$ cat src/rtl/tx_frame_gen.sv
// tx_frame_gen: transmit frame generator.
// On an accepted start it snapshots the 96-bit address word and a clamped payload
// length. It then streams one Ethernet frame, one byte per handshake, on a byte-wide
// AXI4-Stream master. The byte order is: destination MAC, source MAC, 2-byte length,
// then an incrementing payload that is zero-padded up to MIN_PAYLOAD.
// FCS and preamble are left to the MAC.
//
// Ports:
//   clk, rst_n        clock, synchronous active-low reset
//   start             one-cycle send request, honoured only in IDLE
//   payload_len[15:0] requested payload byte count (clamped to MAX_PAYLOAD)
//   tx_address[95:0]  [95:48] source MAC, [47:0] destination MAC
//   busy              high from accepted start until the inter-frame gap ends
//   done              one-cycle pulse after the tlast handshake
//   m_axis_*          byte stream toward the MAC TX client
//
// state | meaning
// IDLE  | waiting for start
// DST   | sending destination MAC, 6 bytes
// SRC   | sending source MAC, 6 bytes
// LEN   | sending length field, 2 bytes
// PAY   | sending payload + zero padding
// GAP   | inter-frame gap countdown; start ignored
module tx_frame_gen #(
    parameter logic [7:0] PAT_SEED    = 8'h00,
    parameter int         IFG_CYCLES  = 12,
    parameter int         MAX_PAYLOAD = 1500,
    parameter int         MIN_PAYLOAD = 46
) (
    input  logic        clk,
    input  logic        rst_n,
    input  logic        start,
    input  logic [15:0] payload_len,
    input  logic [95:0] tx_address,
    output logic        busy,
    output logic        done,
    output logic [7:0]  m_axis_tdata,
    output logic        m_axis_tvalid,
    input  logic        m_axis_tready,
    output logic        m_axis_tlast
);

    typedef enum logic [2:0] {
        ST_IDLE,
        ST_DST,
        ST_SRC,
        ST_LEN,
        ST_PAY,
        ST_GAP
    } state_t;

    localparam logic [15:0] MAX_LEN = 16'(MAX_PAYLOAD);
    localparam logic [15:0] MIN_LEN = 16'(MIN_PAYLOAD);
    localparam logic [7:0]  IFG_LEN = 8'(IFG_CYCLES);

    state_t      state_q, state_d;
    logic [95:0] addr_q, addr_d;
    logic [15:0] len_q, len_d;
    logic [10:0] cnt_q, cnt_d;
    logic [7:0]  gap_q, gap_d;
    logic [7:0]  tdata_q, tdata_d;
    logic        tvalid_q, tvalid_d;
    logic        tlast_q, tlast_d;
    logic        busy_q, busy_d;
    logic        done_q, done_d;

    logic        hs;
    logic        load_byte;
    logic [15:0] pay_total_d;

    assign hs = tvalid_q & m_axis_tready;

    // Byte presented at position (st, cnt) of the frame.
    function automatic logic [7:0] frame_byte(input state_t st, input logic [10:0] cnt,
                                              input logic [95:0] addr, input logic [15:0] len);
        logic [7:0] b;
        b = 8'h00;
        case (st)
            ST_DST: begin
                case (cnt[2:0])
                    3'd0:    b = addr[47:40];
                    3'd1:    b = addr[39:32];
                    3'd2:    b = addr[31:24];
                    3'd3:    b = addr[23:16];
                    3'd4:    b = addr[15:8];
                    3'd5:    b = addr[7:0];
                    default: b = 8'h00;
                endcase
            end
            ST_SRC: begin
                case (cnt[2:0])
                    3'd0:    b = addr[95:88];
                    3'd1:    b = addr[87:80];
                    3'd2:    b = addr[79:72];
                    3'd3:    b = addr[71:64];
                    3'd4:    b = addr[63:56];
                    3'd5:    b = addr[55:48];
                    default: b = 8'h00;
                endcase
            end
            ST_LEN:  b = cnt[0] ? len[7:0] : len[15:8];
            // Pattern wraps naturally in 8 bits; cnt keeps counting the full frame.
            ST_PAY:  b = ({5'd0, cnt} < len) ? (PAT_SEED + cnt[7:0]) : 8'h00;
            default: b = 8'h00;
        endcase
        return b;
    endfunction

    always_ff @(posedge clk) begin
        if (!rst_n) begin
            state_q  <= ST_IDLE;
            addr_q   <= '0;
            len_q    <= '0;
            cnt_q    <= '0;
            gap_q    <= '0;
            tdata_q  <= '0;
            tvalid_q <= 1'b0;
            tlast_q  <= 1'b0;
            busy_q   <= 1'b0;
            done_q   <= 1'b0;
        end else begin
            state_q  <= state_d;
            addr_q   <= addr_d;
            len_q    <= len_d;
            cnt_q    <= cnt_d;
            gap_q    <= gap_d;
            tdata_q  <= tdata_d;
            tvalid_q <= tvalid_d;
            tlast_q  <= tlast_d;
            busy_q   <= busy_d;
            done_q   <= done_d;
        end
    end

    always_comb begin
        state_d   = state_q;
        addr_d    = addr_q;
        len_d     = len_q;
        cnt_d     = cnt_q;
        gap_d     = gap_q;
        tdata_d   = tdata_q;
        tvalid_d  = tvalid_q;
        tlast_d   = tlast_q;
        busy_d    = busy_q;
        done_d    = 1'b0;
        load_byte = 1'b0;

        case (state_q)
            ST_IDLE: begin
                if (start) begin
                    addr_d    = tx_address;
                    len_d     = (payload_len > MAX_LEN) ? MAX_LEN : payload_len;
                    cnt_d     = '0;
                    state_d   = ST_DST;
                    tvalid_d  = 1'b1;
                    busy_d    = 1'b1;
                    load_byte = 1'b1;
                end
            end
            ST_DST: begin
                if (hs) begin
                    load_byte = 1'b1;
                    if (cnt_q == 11'd5) begin
                        state_d = ST_SRC;
                        cnt_d   = '0;
                    end else begin
                        cnt_d = cnt_q + 11'd1;
                    end
                end
            end
            ST_SRC: begin
                if (hs) begin
                    load_byte = 1'b1;
                    if (cnt_q == 11'd5) begin
                        state_d = ST_LEN;
                        cnt_d   = '0;
                    end else begin
                        cnt_d = cnt_q + 11'd1;
                    end
                end
            end
            ST_LEN: begin
                if (hs) begin
                    load_byte = 1'b1;
                    if (cnt_q == 11'd1) begin
                        state_d = ST_PAY;
                        cnt_d   = '0;
                    end else begin
                        cnt_d = cnt_q + 11'd1;
                    end
                end
            end
            ST_PAY: begin
                if (hs) begin
                    if (tlast_q) begin
                        done_d   = 1'b1;
                        tvalid_d = 1'b0;
                        tlast_d  = 1'b0;
                        tdata_d  = 8'h00;
                        cnt_d    = '0;
                        // The done cycle itself counts as the first gap cycle.
                        if (IFG_LEN == 8'd0) begin
                            state_d = ST_IDLE;
                            busy_d  = 1'b0;
                        end else begin
                            state_d = ST_GAP;
                            gap_d   = IFG_LEN - 8'd1;
                        end
                    end else begin
                        load_byte = 1'b1;
                        cnt_d     = cnt_q + 11'd1;
                    end
                end
            end
            ST_GAP: begin
                if (gap_q == 8'd0) begin
                    state_d = ST_IDLE;
                    busy_d  = 1'b0;
                end else begin
                    gap_d = gap_q - 8'd1;
                end
            end
            default: begin
                state_d  = ST_IDLE;
                tvalid_d = 1'b0;
                tlast_d  = 1'b0;
                busy_d   = 1'b0;
            end
        endcase

        pay_total_d = (len_d < MIN_LEN) ? MIN_LEN : len_d;

        if (load_byte) begin
            tdata_d = frame_byte(state_d, cnt_d, addr_d, len_d);
            tlast_d = (state_d == ST_PAY) && ({5'd0, cnt_d} == (pay_total_d - 16'd1));
        end
    end

    assign busy          = busy_q;
    assign done          = done_q;
    assign m_axis_tdata  = tdata_q;
    assign m_axis_tvalid = tvalid_q;
    assign m_axis_tlast  = tlast_q;

endmodule

$ cat config.mk
export PLATFORM = sky130hd
export DESIGN_NAME = tx_frame_gen
export DESIGN_NICKNAME = d
export VERILOG_FILES = /design/src/rtl/tx_frame_gen.sv
export SDC_FILE = /design/constraint.sdc
export NUM_CORES = 1
export LEC_CHECK = 0
export CAP_MARGIN = 20
export CORE_MARGIN = 2
export CORE_UTILIZATION = 50
export DETAILED_ROUTE_END_ITERATION = 10
export PLACE_DENSITY = 0.82
export RECOVER_POWER = 100
export SYNTH_ARGS = -nofsm -noshare
export SYNTH_HDL_FRONTEND = slang
export SYNTH_SLANG_ARGS = --single-unit
$ cat constraint.sdc
create_clock -name clk -period 3.3 [get_ports clk]
set_clock_uncertainty 0.05 [all_clocks]
set_input_delay 0.33 -clock clk [delete_from_list [all_inputs] [get_ports clk]]
set_output_delay 0.33 -clock clk [all_outputs]
set_load 0.01 [all_outputs]
# After elaboration in Yosys (flattened, before gate mapping)
# Index checks and enable logic that the tools add are counted.
dict set report word_totals {
  word_cells 115
  regBits 146
  input_bits 116
}
dict set report classes {
  reduce_logical 19
  n_bitwise 3
  eq_ne 24
  add_sub_neg 3
  order_cmp 3
  muxes 53
}
# operator n
set ops {}
lappend ops {{$mux W96} 2}
lappend ops {{$pmux W8 S6} 2}
lappend ops {{$mux W11} 7}
lappend ops {{$mux W8} 9}
lappend ops {{$mux W16} 4}
lappend ops {{$pmux W11 S4} 1}
lappend ops {{$pmux W8 S4} 1}
lappend ops {{$mux W3} 10}
lappend ops {{$eq A3 B2 Y1 const B} 6}
lappend ops {{$pmux W3 S6} 1}
lappend ops {{$eq A11 B16 Y1} 1}
lappend ops {{$gt A16 B11 Y1 const B} 1}
lappend ops {{$lt A11 B16 Y1} 1}
lappend ops {{$lt A16 B6 Y1 const B} 1}
lappend ops {{$pmux W8 S2} 1}
lappend ops {{$sub A16 B1 Y16 const B} 1}
lappend ops {{$eq A3 B3 Y1 const B} 5}
lappend ops {{$add A11 B1 Y11 const B} 1}
lappend ops {{$eq A11 B1 Y1 const B} 1}
lappend ops {{$eq A11 B3 Y1 const B} 1}
lappend ops {{$mux W1} 11}
lappend ops {{$ne A2 B2 Y1 const B} 5}
lappend ops {{$eq A3 B1 Y1 const B} 3}
lappend ops {{$pmux W1 S3} 3}
lappend ops {{17 further kinds} 26}

# Longest topological paths before layout
# Gate-level depths: netlist (run 1).
dict set report logic_depth {
  ltp_word 10
  ltp_mapped 17
  mapped_depth_nobuf 15
}

# Worst setup path after synthesis (run 1)
# No wires, ideal clock.
dict set report synth_path {
  kind {register to register}
  start {register state_q[1]}
  end {register tlast_q, in the netlist m_axis_tlast}
  path_slack_ns -0.360
  required_time_ns 3.163
  arrival_ns 3.523
  stages_incl_launch_ff 15
  path_buffers 2
  path_cell_list {dfxtp_1 > buf_6 > or4b_4 > buf_6 > o41a_4 > a211oi_4 > nand2_1 > nand2_1 > ha_1 > nand3_1 > nor4_2 > nand4_1 > a22o_1 > o2bb2ai_1 > o31ai_1}
}
dict set report synth_via {
  elab_chain_len 8
  elab_cells_between_ends 34
}
# element line
set synth_lines {}
lappend synth_lines {{from (decl)} 56} ;# state_t state_q, state_d;
lappend synth_lines {{from (signal assigned)} 122} ;# state_q <= state_d;
lappend synth_lines {{$logic_not A3 Y1} 148} ;# case (state_q)
lappend synth_lines {{$mux W16} 148}
lappend synth_lines {{$lt A16 B6 Y1} 231} ;# pay_total_d = (len_d < MIN_LEN) ? MIN_LEN : len_d;
lappend synth_lines {{$mux W16} 231}
lappend synth_lines {{$sub A16 B1 Y16} 235} ;# tlast_d = (state_d == ST_PAY) && ({5'd0, cnt_d} == (pay_total_d - 16'd1));
lappend synth_lines {{$eq A11 B16 Y1} 235}
lappend synth_lines {{$logic_and A1 B1 Y1} 235}
lappend synth_lines {{$mux W1} 233} ;# if (load_byte) begin
lappend synth_lines {{to (signal assigned)} 129} ;# tlast_q <= tlast_d;
lappend synth_lines {{to (decl)} 63} ;# logic tlast_q, tlast_d;
# Parallel ways exist; a longest one is shown, timed or not.
# A chain may end at the register's enable or synchronous reset.

# Worst setup path after layout (run 1)
dict set report layout_path {
  start {register len_q[14]}
  end {register tlast_q, in the netlist m_axis_tlast}
}
dict set report layout_via {
  elab_chain_len 8
}
# element line
set layout_lines {}
lappend layout_lines {{from (decl)} 58} ;# logic [15:0] len_q, len_d;
lappend layout_lines {{from (signal assigned)} 124} ;# len_q <= len_d;
lappend layout_lines {{$mux W16} 150} ;# if (start) begin
lappend layout_lines {{$mux W16 *} 148}
lappend layout_lines {{$lt A16 B6 Y1} 231}
lappend layout_lines {{$mux W16 *} 231}
lappend layout_lines {{$sub A16 B1 Y16 *} 235}
lappend layout_lines {{$eq A11 B16 Y1 *} 235}
lappend layout_lines {{$logic_and A1 B1 Y1 *} 235}
lappend layout_lines {{$mux W1 *} 233}
# Mark *: on every way between the ends. The rest lies on a longest branch, timed or not.

==> run metrics, run 1 <==
final instance area 12210 µm²; drt drc 0; Core ar. 16700 µm²; WP data required 3600 ps; startpoint types flop; fmax 0.2865 GHz; Die ar. 18240 µm²; wire per inst 18.90 µm; clk slew on worst S/H paths 70 ps; synthesized area per cell 7.459 µm²; global route overflow 0; Slew HR -2.555%; clk sinks 146; # rows 47; endpoints failing hold 0; largest net degree at the start of global routing 71; synth-to-layout area growth 42.19%; Reg-to-Reg Start len_q[14]; Post-synth EDFFs 0; Die X 135.0 µm; CP Capture Type flop; hold slack 384.1 ps; register area share after synthesis 34.04%; number of global-route vias before repair 9279; ys flop type dfxtp_1; I/O pins 128; Tcrit/Tclk final 105.8%; critical path type flop to flop; Power Density 397.7 nW/µm²; DRT Pass-1 Iters 6; Final Max Slew Viols 71; CP arrival 3790 ps; # fillers 1283; mapped cell area 8586 µm²; Clk Latency, worst-skew pair 440 ps; violated checks capacitance limit, slew limit, setup timing; fraction of layout cells with a size suffix above 1 20.71%; Detailed Route WL 30810 µm; Mapped Cells 1151; Layout Utilization 73.10%; Layout Nets 1527; initial antenna violation count 1; Async S/R FF share, synth 0%; min-delay worst type input port to flop; via count 9808; Via density 6.017; Post-DP Area 11050 µm²; Final setup viols 8; Hold Crit Start tx_address[21]; RSZ-0062 raised after global routing yes; Hold-fix buffers, CTS 0; Antenna Violating Nets Remaining 0; crit path from len_q[14]; syn nets 1281; Final HPWL DP 21750 µm; synth warn 0; first-pass GRT wire length 47210 µm; Ant. Diodes 0; Max H-tree Level 4; fin crit period 3490 ps; Lkg Pwr 0.004913 µW; max cap viols 1; effective utilization at floorplan 51.41%; count of state elements after synthesis 146; Iteration-0 DRC Markers 1228; IO buf count 127; worst vdd ir 0.0003739 V; clk root buf clkbuf_16; gr usage total 32.85%; min setup slack post-route -190.1 ps; Total Power 4855 µW; CTS tree built; status finished with violations; library cells used by synthesis 79; CTS Buf Count 17; worst-path fanout max 5; overall die height 135.0 µm; Max clock buf depth 2; GPL Wtd Cong 0.9847; Slew @ Worst Pin 1538 ps
## state kept, by name (all words and copies together) (netlist names)
| register | count |
|---|---|
| addr_q | 96 |
| len_q | 16 |
| busy | 1 |
| m_axis_tlast | 1 |
| done | 1 |
| m_axis_tvalid | 1 |
| cnt_q | 11 |
| m_axis_tdata | 8 |
| state_q | 3 |
| gap_q | 8 |
## placed cells by master, fill, tap and decap left out, drive strengths merged, types with 5 or more instances in the layout
cell type,synthesis,layout
nand2,272,272
inv,18,25
xnor2,9,9
mux2,10,10
o211ai,12,12
xor2,8,8
a311oi,8,8
o31ai,6,6
dfxtp,146,146
nor3,23,23
and2,12,12
nand4,10,10
or4,6,6
o21ai,44,44
a31oi,21,21
and3,10,10
clkdlybuf4s50,0,114
nor4,7,7
or2,8,8
buf,20,169
a21oi,132,132
nand3,36,36
mux2i,55,55
dlygate4sd3,0,13
clkinv,1,5
a21o,10,10
a211oi,15,15
ha,14,14
nor2,79,79
clkbuf,59,27
or3,15,15
o211a,7,7
## cell families (layout without fill, tap and decap cells)
group | count (synthesis) | after routing | share of synthesized area (%)
multiplexers | 65 | 65 | 7.767
flip-flops | 146 | 146 | 34.04
AO/OA/AOI/OAI | 308 | 308 | 23.05
adder cells (fa/ha/maj) | 14 | 14 | 2.040
XOR/XNOR | 17 | 17 | 1.734
AND/OR/NAND/NOR | 503 | 503 | 26.70
buffers and inverters | 98 | 357 | 4.663
## Yosys cell counts (8+ instances only)
library cell,number,area (µm²)
ha_1,14,175.2
a21oi_1,132,660.6
inv_1,16,60.06
and2_1,12,75.07
clkbuf_1,59,221.5
or3_1,15,93.84
xnor2_1,9,78.83
buf_2,11,55.05
dfxtp_1,146,2923
xor2_1,8,70.07
a211oi_1,14,105.1
mux2i_1,55,550.5
a311oi_1,8,70.07
mux2_2,9,101.4
nor3_1,23,115.1
nand3_1,36,180.2
nand4_1,10,62.56
nor2_1,78,292.8
a21o_1,10,75.07
o211ai_1,12,90.09
and3_1,10,62.56
o21ai_0,42,210.2
nand2_1,272,1021
a31oi_1,21,131.4
## layout make-up
cell class | instances | area, µm² | area share [%]
Inverter | 19 | 72.57 | 0.5944
Sequential cell | 146 | 2934 | 24.03
Clock inverter | 15 | 148.9 | 1.220
Timing Repair Buffer | 306 | 2714 | 22.23
Multi-Input combinational cell | 907 | 5638 | 46.18
Clock buffer | 17 | 425.4 | 3.485
Tap cell | 220 | 275.3 | 2.255
## timing repair
item	CTS	global route
cloned	0	0
setup endpoints to repair	9	9
setup buffers	11	14
pin swaps	11	22
resized for setup	13	80
endpoints found under the hold margin	0	0
## final timing paths
path | to | slack (ps) | cells after the start
hold reg to reg | addr_q[63] | 400 | 2
setup reg to reg | m_axis_tlast | -190 | 12
setup / recovery | m_axis_tlast | -190 | 12
hold / removal | addr_q[21] | 380 | 3
## power by group
part / switching (µW) / internal [µW]
Sequential: 56.8 / 1860
Clock: 878 / 1060
Combinational: 529 / 475
## per-layer routing
metal | up-vias | global-route usage, % | wire [µm] | share of wire [%]
met2 | 512 | 51.58 | 14390 | 47
met5 | - | 0 | 13 | 0.042
met3 | 99 | 7.245 | 2685 | 8.7
li1 | 4589 | - | - | -
met1 | 4606 | 43.62 | 12600 | 41
met4 | 2 | 14.06 | 1127 | 3.7
## metrics by stage
stage	TNS, ps	cells	setup WS [ps]
after floorplan	-24.81	1151	-24.81
after global placement	-3214	1572	-424.3
after detailed placement	-3821	1572	-482.8
after CTS	-85.63	1615	-85.63
after global routing	-1900	1630	-273.8
final	-872.7	1630	-190.1
## worst max-delay path, cell delays in order, from the launching register on
cell and delay (ps):
dfxtp_1 320, or4_4 570, or4_4 500, a2bb2o_4 240, a211oi_4 320, nand2_2 100, nand2_2 90, ha_4 180
nand3_4 110, or4_4 450, a21oi_2 150, o2bb2ai_1 80, o31ai_1 230
Power figures use the tool's default switching activity.
==> inputs of run 2 (changes only) <==
ABC_CLOCK_PERIOD_IN_PS = 3300   (was default)
==> results of run 2 <==
The final DEF is identical to that of run 1; final timing and power are the same.
